## src/rtl/assert_ctrl_responder_if.sv

```systemverilog
// Command and checker bus between an assertion-control sender and the responder.
interface assert_ctrl_responder_if #(
  parameter int NUM_LEVELS = 4,
  parameter int CNT_W      = 8
);
  logic                  cmd_valid;
  logic                  cmd_ready;
  logic [1:0]            cmd_op;
  logic [NUM_LEVELS-1:0] cmd_levels;
  logic [NUM_LEVELS-1:0] chk_req;
  logic [NUM_LEVELS-1:0] chk_ack;
  logic [NUM_LEVELS-1:0] enabled;
  logic [NUM_LEVELS-1:0] fail_pulse;
  logic [CNT_W-1:0]      fail_count;
  logic                  busy;

  modport master (
    output cmd_valid, cmd_op, cmd_levels, chk_req, chk_ack,
    input  cmd_ready, enabled, fail_pulse, fail_count, busy
  );

  modport slave (
    input  cmd_valid, cmd_op, cmd_levels, chk_req, chk_ack,
    output cmd_ready, enabled, fail_pulse, fail_count, busy
  );
endinterface

```

## src/rtl/assert_ctrl_responder.sv

```systemverilog
// Applies on/off/kill commands to per-level enables and runs one gated req/ack timeout checker per level.
// Commands take effect next cycle; cmd_ready drops for the single flush cycle after each accepted kill.
module assert_ctrl_responder #(
  parameter int NUM_LEVELS = 4,
  parameter int TIMEOUT    = 8,
  parameter int CNT_W      = 8
) (
  input logic                    clk,
  input logic                    rst,
  assert_ctrl_responder_if.slave bus
);
  localparam int TW = $clog2(TIMEOUT + 1);
  localparam int PW = $clog2(NUM_LEVELS + 1);
  localparam int SW = CNT_W + PW;
  localparam logic [SW-1:0] CNT_MAX = SW'({CNT_W{1'b1}});

  localparam logic [1:0] OP_NOP  = 2'b00;
  localparam logic [1:0] OP_ON   = 2'b01;
  localparam logic [1:0] OP_OFF  = 2'b10;
  localparam logic [1:0] OP_KILL = 2'b11;

  typedef enum logic {CTL_READY, CTL_FLUSH} ctl_state_t;
  typedef enum logic {CHK_IDLE, CHK_PEND} chk_state_t;

  ctl_state_t            ctl_q, ctl_d;
  logic [NUM_LEVELS-1:0] enabled_q, enabled_d;
  logic [NUM_LEVELS-1:0] kill_mask_q, kill_mask_d;
  logic                  cmd_fire;
  logic                  kill_fire;

  chk_state_t            chk_q [NUM_LEVELS];
  chk_state_t            chk_d [NUM_LEVELS];
  logic [TW-1:0]         cnt_q [NUM_LEVELS];
  logic [TW-1:0]         cnt_d [NUM_LEVELS];
  logic [NUM_LEVELS-1:0] req_block;
  logic [NUM_LEVELS-1:0] kill_now;
  logic [NUM_LEVELS-1:0] fail_ev;
  logic [NUM_LEVELS-1:0] fail_pulse_q;
  logic [PW-1:0]         fail_num;
  logic [SW-1:0]         count_sum;
  logic [CNT_W-1:0]      fail_count_q, fail_count_d;
  logic                  busy_q, busy_d;

  always_ff @(posedge clk or posedge rst) begin
    if (rst) begin
      ctl_q       <= CTL_READY;
      enabled_q   <= '1;
      kill_mask_q <= '0;
    end else begin
      ctl_q       <= ctl_d;
      enabled_q   <= enabled_d;
      kill_mask_q <= kill_mask_d;
    end
  end

  always_comb begin
    ctl_d       = ctl_q;
    enabled_d   = enabled_q;
    kill_mask_d = kill_mask_q;
    kill_fire   = 1'b0;
    cmd_fire    = bus.cmd_valid && (ctl_q == CTL_READY);
    case (ctl_q)
      CTL_READY: begin
        if (cmd_fire) begin
          case (bus.cmd_op)
            OP_NOP:  ;
            OP_ON:   enabled_d = enabled_q | bus.cmd_levels;
            OP_OFF:  enabled_d = enabled_q & ~bus.cmd_levels;
            OP_KILL: begin
              enabled_d   = enabled_q & ~bus.cmd_levels;
              kill_mask_d = bus.cmd_levels;
              kill_fire   = 1'b1;
              ctl_d       = CTL_FLUSH;
            end
          endcase
        end
      end
      CTL_FLUSH: ctl_d = CTL_READY;
      default:   ctl_d = CTL_READY;
    endcase
  end

  assign req_block = (ctl_q == CTL_FLUSH) ? kill_mask_q : '0;
  assign kill_now  = kill_fire ? bus.cmd_levels : '0;

  // Kill wins over everything on its levels, including a timeout landing on the same edge.
  always_comb begin
    fail_ev = '0;
    busy_d  = 1'b0;
    for (int i = 0; i < NUM_LEVELS; i++) begin
      chk_d[i] = chk_q[i];
      cnt_d[i] = cnt_q[i];
      if (kill_now[i]) begin
        chk_d[i] = CHK_IDLE;
      end else if (chk_q[i] == CHK_IDLE) begin
        if (bus.chk_req[i] && enabled_q[i] && !req_block[i]) begin
          chk_d[i] = CHK_PEND;
          cnt_d[i] = TW'(1);
        end
      end else if (bus.chk_ack[i]) begin
        chk_d[i] = CHK_IDLE;
      end else if (cnt_q[i] == TW'(TIMEOUT)) begin
        chk_d[i]   = CHK_IDLE;
        fail_ev[i] = 1'b1;
      end else begin
        cnt_d[i] = cnt_q[i] + TW'(1);
      end
      if (chk_d[i] == CHK_PEND) busy_d = 1'b1;
    end
  end

  always_comb begin
    fail_num = '0;
    for (int i = 0; i < NUM_LEVELS; i++) begin
      fail_num = fail_num + PW'(fail_ev[i]);
    end
    count_sum    = SW'(fail_count_q) + SW'(fail_num);
    fail_count_d = (count_sum > CNT_MAX) ? CNT_MAX[CNT_W-1:0] : count_sum[CNT_W-1:0];
  end

  always_ff @(posedge clk or posedge rst) begin
    if (rst) begin
      for (int i = 0; i < NUM_LEVELS; i++) begin
        chk_q[i] <= CHK_IDLE;
        cnt_q[i] <= '0;
      end
      fail_pulse_q <= '0;
      fail_count_q <= '0;
      busy_q       <= 1'b0;
    end else begin
      for (int i = 0; i < NUM_LEVELS; i++) begin
        chk_q[i] <= chk_d[i];
        cnt_q[i] <= cnt_d[i];
      end
      fail_pulse_q <= fail_ev;
      fail_count_q <= fail_count_d;
      busy_q       <= busy_d;
    end
  end

  assign bus.cmd_ready  = (ctl_q == CTL_READY);
  assign bus.enabled    = enabled_q;
  assign bus.fail_pulse = fail_pulse_q;
  assign bus.fail_count = fail_count_q;
  assign bus.busy       = busy_q;
endmodule

```

## src/flat_wrapper.sv

```systemverilog
// flat-port wrapper written by rule: the top's interface ports become plain ports
module assert_ctrl_responder_flat 
#(
  parameter int NUM_LEVELS = 4,
  parameter int TIMEOUT    = 8,
  parameter int CNT_W      = 8
)
  (clk, rst, bus_cmd_valid, bus_cmd_op, bus_cmd_levels, bus_chk_req, bus_chk_ack, bus_cmd_ready, bus_enabled, bus_fail_pulse, bus_fail_count, bus_busy);
  assert_ctrl_responder_if #(.NUM_LEVELS(NUM_LEVELS), .CNT_W(CNT_W)) bus_i ();
  input logic clk;
  input logic rst;
  input wire logic [$bits(bus_i.cmd_valid)-1:0] bus_cmd_valid;
  input wire logic [$bits(bus_i.cmd_op)-1:0] bus_cmd_op;
  input wire logic [$bits(bus_i.cmd_levels)-1:0] bus_cmd_levels;
  input wire logic [$bits(bus_i.chk_req)-1:0] bus_chk_req;
  input wire logic [$bits(bus_i.chk_ack)-1:0] bus_chk_ack;
  output wire logic [$bits(bus_i.cmd_ready)-1:0] bus_cmd_ready;
  output wire logic [$bits(bus_i.enabled)-1:0] bus_enabled;
  output wire logic [$bits(bus_i.fail_pulse)-1:0] bus_fail_pulse;
  output wire logic [$bits(bus_i.fail_count)-1:0] bus_fail_count;
  output wire logic [$bits(bus_i.busy)-1:0] bus_busy;
  assign bus_i.cmd_valid = bus_cmd_valid;
  assign bus_i.cmd_op = bus_cmd_op;
  assign bus_i.cmd_levels = bus_cmd_levels;
  assign bus_i.chk_req = bus_chk_req;
  assign bus_i.chk_ack = bus_chk_ack;
  assign bus_cmd_ready = bus_i.cmd_ready;
  assign bus_enabled = bus_i.enabled;
  assign bus_fail_pulse = bus_i.fail_pulse;
  assign bus_fail_count = bus_i.fail_count;
  assign bus_busy = bus_i.busy;
  assert_ctrl_responder #(.NUM_LEVELS(NUM_LEVELS), .TIMEOUT(TIMEOUT), .CNT_W(CNT_W)) u_core (.clk(clk), .rst(rst), .bus(bus_i));
endmodule
```

## config.mk

```make
export PLATFORM = sky130hd
export DESIGN_NAME = assert_ctrl_responder_flat
export DESIGN_NICKNAME = d
export VERILOG_FILES = /design/src/rtl/assert_ctrl_responder_if.sv /design/src/rtl/assert_ctrl_responder.sv /design/src/flat_wrapper.sv
export SDC_FILE = /design/constraint.sdc
export NUM_CORES = 1
export LEC_CHECK = 0
export BUFFER_PORTS_ARGS = -buffer_cell sky130_fd_sc_hd__buf_2
export CORE_UTILIZATION = 40
export DETAILED_ROUTE_END_ITERATION = 8
export PLACE_DENSITY_LB_ADDON = 0.3
export SLEW_MARGIN = 10
export SYNTH_ARGS = -nofsm -noshare
export SYNTH_HDL_FRONTEND = slang
export SYNTH_SLANG_ARGS = --single-unit
```

## constraint.sdc

```tcl
create_clock -name clk -period 4.6 [get_ports clk]
set_input_delay 0.69 -clock clk [delete_from_list [all_inputs] [get_ports clk]]
set_output_delay 0.69 -clock clk [all_outputs]
set_load 0.05 [all_outputs]
```

==> flow_summary.ini <==
[sta]
slew_headroom_pct = 61.8
hold_viol = 0
grt_setup_unrepaired = no
tightestPinTransition_ns = 0.570
timing.final.crit_share_pct = 81.3
fmax_ghz = 0.267
clock_skew_ns = 0.00765
final.setup.tns_ns = 0
setup_viol = 0
fin_crit_ns = 3.74
slew_violations = 0

[global_routing]
grt_pass1_vias = 1521
grt_usage_pct = 15.7
grt_max_degree = 43
grt_overflow = 0
grt_pass1_wl_um = 7160
antenna_found_initial = 0

[setup_path]
worstSetupPathType = input pin to register
cp-end-kind = register
cp_num_buf_inv = 4
max_stage_delay_ns = 0.38
reg2reg_from = u_core.ctl_q
crit_chain = buf_2 > and3_1 > and2_1 > nor3_1 > ha_1 > inv_1 > fa_1 > inv_1 > ha_1 > inv_1 > fa_1 > nor2b_1 > o211a_1 > nand4_1 > o21ai_0
path_delay_family = simple AND/OR/NAND/NOR gates
worstPathMaxFanout = 8
crit_path_frequent_cell = inv_1
critPathLaunch = bus_cmd_valid
cp.required_ns = 4.81
cp_slowest_cell = fa_1
startpoint_type = input pin
cp.arrival_ns = 3.95

[final_layout]
fin_cells = 326
fillers = 528
n_antenna_cell = 0
post-route-util_pct = 49.3
area_growth_pct = 16.1
multi_input_area_sq_um = 1050
layout-drive-gt1-share_pct = 21.5
fin_nets = 287
regArea_sq_um = 1060

[logic_synthesis]
yosysMostFrequentCell = dfrtp_1
synthArstFlopShare_pct = 100
ys_warn_count = 0
syn_inst = 215
ys_ff_latch = 42
yosysTopAreaCellShare_pct = 43.1
synth_ff_type = dfrtp_1
synth.avg_cell_area_sq_um = 10.3
ys_seq_area_share_pct = 47.8
yosysTopAreaCell = dfrtp_1
synth-edff-count = 0
yosysUniqueCellTypes = 48
synth_fp_nets = 247
synthTopCellsByArea = dfrtp_1 43%, ha_1 7.4%, dfstp_2 4.8%, nand2_1 3.9%, inv_1 3.6%
synth_common_cells = 38 x dfrtp_1, 23 x nand2_1, 21 x inv_1
synth_area_sq_um = 2210

[clock_tree]
cts_resized = 0
cts_buffers = 5
clk_pin_slew_ns = 0.07
cts.path.max_buffers = 2
cts-root-buf = clkbuf_8
clk_latency_ns = 0.29
ctsHoldBuffers = 0
cts_sinks = 42
postCtsSetupBuffers = 0
htreeDepth = 2
cts_tree = done

[hold_path]
min_path_type = register to register
hp-start = u_core.kill_mask_q[2]

[placement]
dpl.cell_count = 318
dp_hpwl_um = 3250
port_buffers = 34
gp_congestion = 0.781

[floorplanning]
core_area_sq_um = 5200
die_x_um = 76.3
dieArea_sq_um = 5820
start_util_pct = 42.4
dieHeight_um = 76.3
io-pin-count = 35
rows = 26

[pwr]
powerDensity_nw_per_um2 = 459
p_leak_nw = 1.29
ir_worst_vdd_uv = 219

[outcome]
status = finished, final reports clean

[detailed_routing]
avgViaCountPerCell = 5.05
drt-initial-drc-count = 74
wl_um = 4320
num_vias = 1647
ant_nets = 0
drc = 0
firstDrtPassIters = 4
wl_per_cell_um = 13.3

[run]
maxCapViolations = 0
metal layers:
| metal | vias up | global-route usage [%] | wire length [um] |
|---|---|---|---|
| met4 | 0 | 3.46 | 14 |
| li1 | 831 | - | - |
| met5 | - | 0 | 0 |
| met3 | 2 | 4.19 | 137 |
| met1 | 790 | 22.5 | 2190 |
| met2 | 24 | 23.6 | 1990 |
where the power goes:
group / internal (mW) / leakage (nW) / total [mW] / switching (mW)
logic: 0.134 / 0.712 / 0.335 / 0.201
clock network: 0.163 / 0.0524 / 0.286 / 0.123
registers: 0.462 / 0.527 / 0.556 / 0.0935
per-stage QoR:
stage	instance area, sq um	worst slack [ns]	hold WS [ns]	total power [mW]
6_report	2560	0.861	0.480	1.18
5_1_grt	2560	0.587	0.497	1.26
4_1_cts	2560	0.876	0.482	1.19
3_5_place_dp	2460	0.569	0.466	0.902
3_3_place_gp	2460	0.679	0.462	0.891
2_1_floorplan	2210	0.984	0.445	0.807
cell type report:
class / instances / share of cell area [%]
sequential: 42 / 41.2
clock inverter: 1 / 1.17
multi-input combinational: 148 / 40.8
clock buffer: 7 / 2.98
inverter: 23 / 3.56
tap: 70 / 3.41
timing repair buffer: 35 / 6.93
placed cells by master, fill, tap and decap left out, types with 7 or more instances in the layout:
master | Yosys | routed
dfrtp_1 | 38 | 38
buf_2 | 0 | 34
nand2_1 | 23 | 23
inv_1 | 21 | 21
ha_1 | 13 | 13
a31oi_1 | 11 | 11
nand2b_1 | 9 | 9
nor2_1 | 8 | 8
nand3_1 | 8 | 8
a21oi_1 | 7 | 7
cells by family after synthesis:
family / after synthesis / synth area share, %
and+or+nand+nor: 76 / 18.8
DFF: 42 / 47.8
buffers and inverters: 25 / 4.82
xor gates and xnor gates: 2 / 0.793
adders and majority gates: 15 / 9.18
AOI/OAI and AO/OA: 51 / 16.8
muxes: 4 / 1.81
final timing paths:
path / endpoint / slack [ns] / depth (start not counted)
setup / recovery: u_core.bus.fail_count[4] / 0.86 / 15
hold / removal: u_core.kill_mask_q[2] / 0.48 / 2
setup reg to reg: u_core.bus.fail_count[4] / 0.99 / 14
hold reg to reg: u_core.kill_mask_q[2] / 0.48 / 2
max in group asynchronous: asynchronous set/reset pin / 3.69 / 3
min in group asynchronous: u_core.bus.fail_count[5] / 0.53 / 3
sequential cells by signal (all words and copies together) (netlist names), named ones only:
register	flops
u_core.cnt_q	16
u_core.bus.fail_count	8
u_core.bus.fail_pulse	4
u_core.chk_q	4
u_core.kill_mask_q	4
u_core.bus.busy	1
u_core.ctl_q	1
worst register-to-register path, stage by stage (launching register included):
cell      delay, ns
dfrtp_1        0.52
nand2b_1       0.24
nor2_2         0.11
nor4b_1        0.42
ha_1           0.31
inv_1          0.08
fa_1           0.38
inv_1          0.06
ha_1           0.16
inv_1          0.06
fa_1           0.37
nor2b_1        0.20
o211a_1        0.23
nand4_1        0.26
o21ai_0        0.16
(Power assumes the default switching activity.)
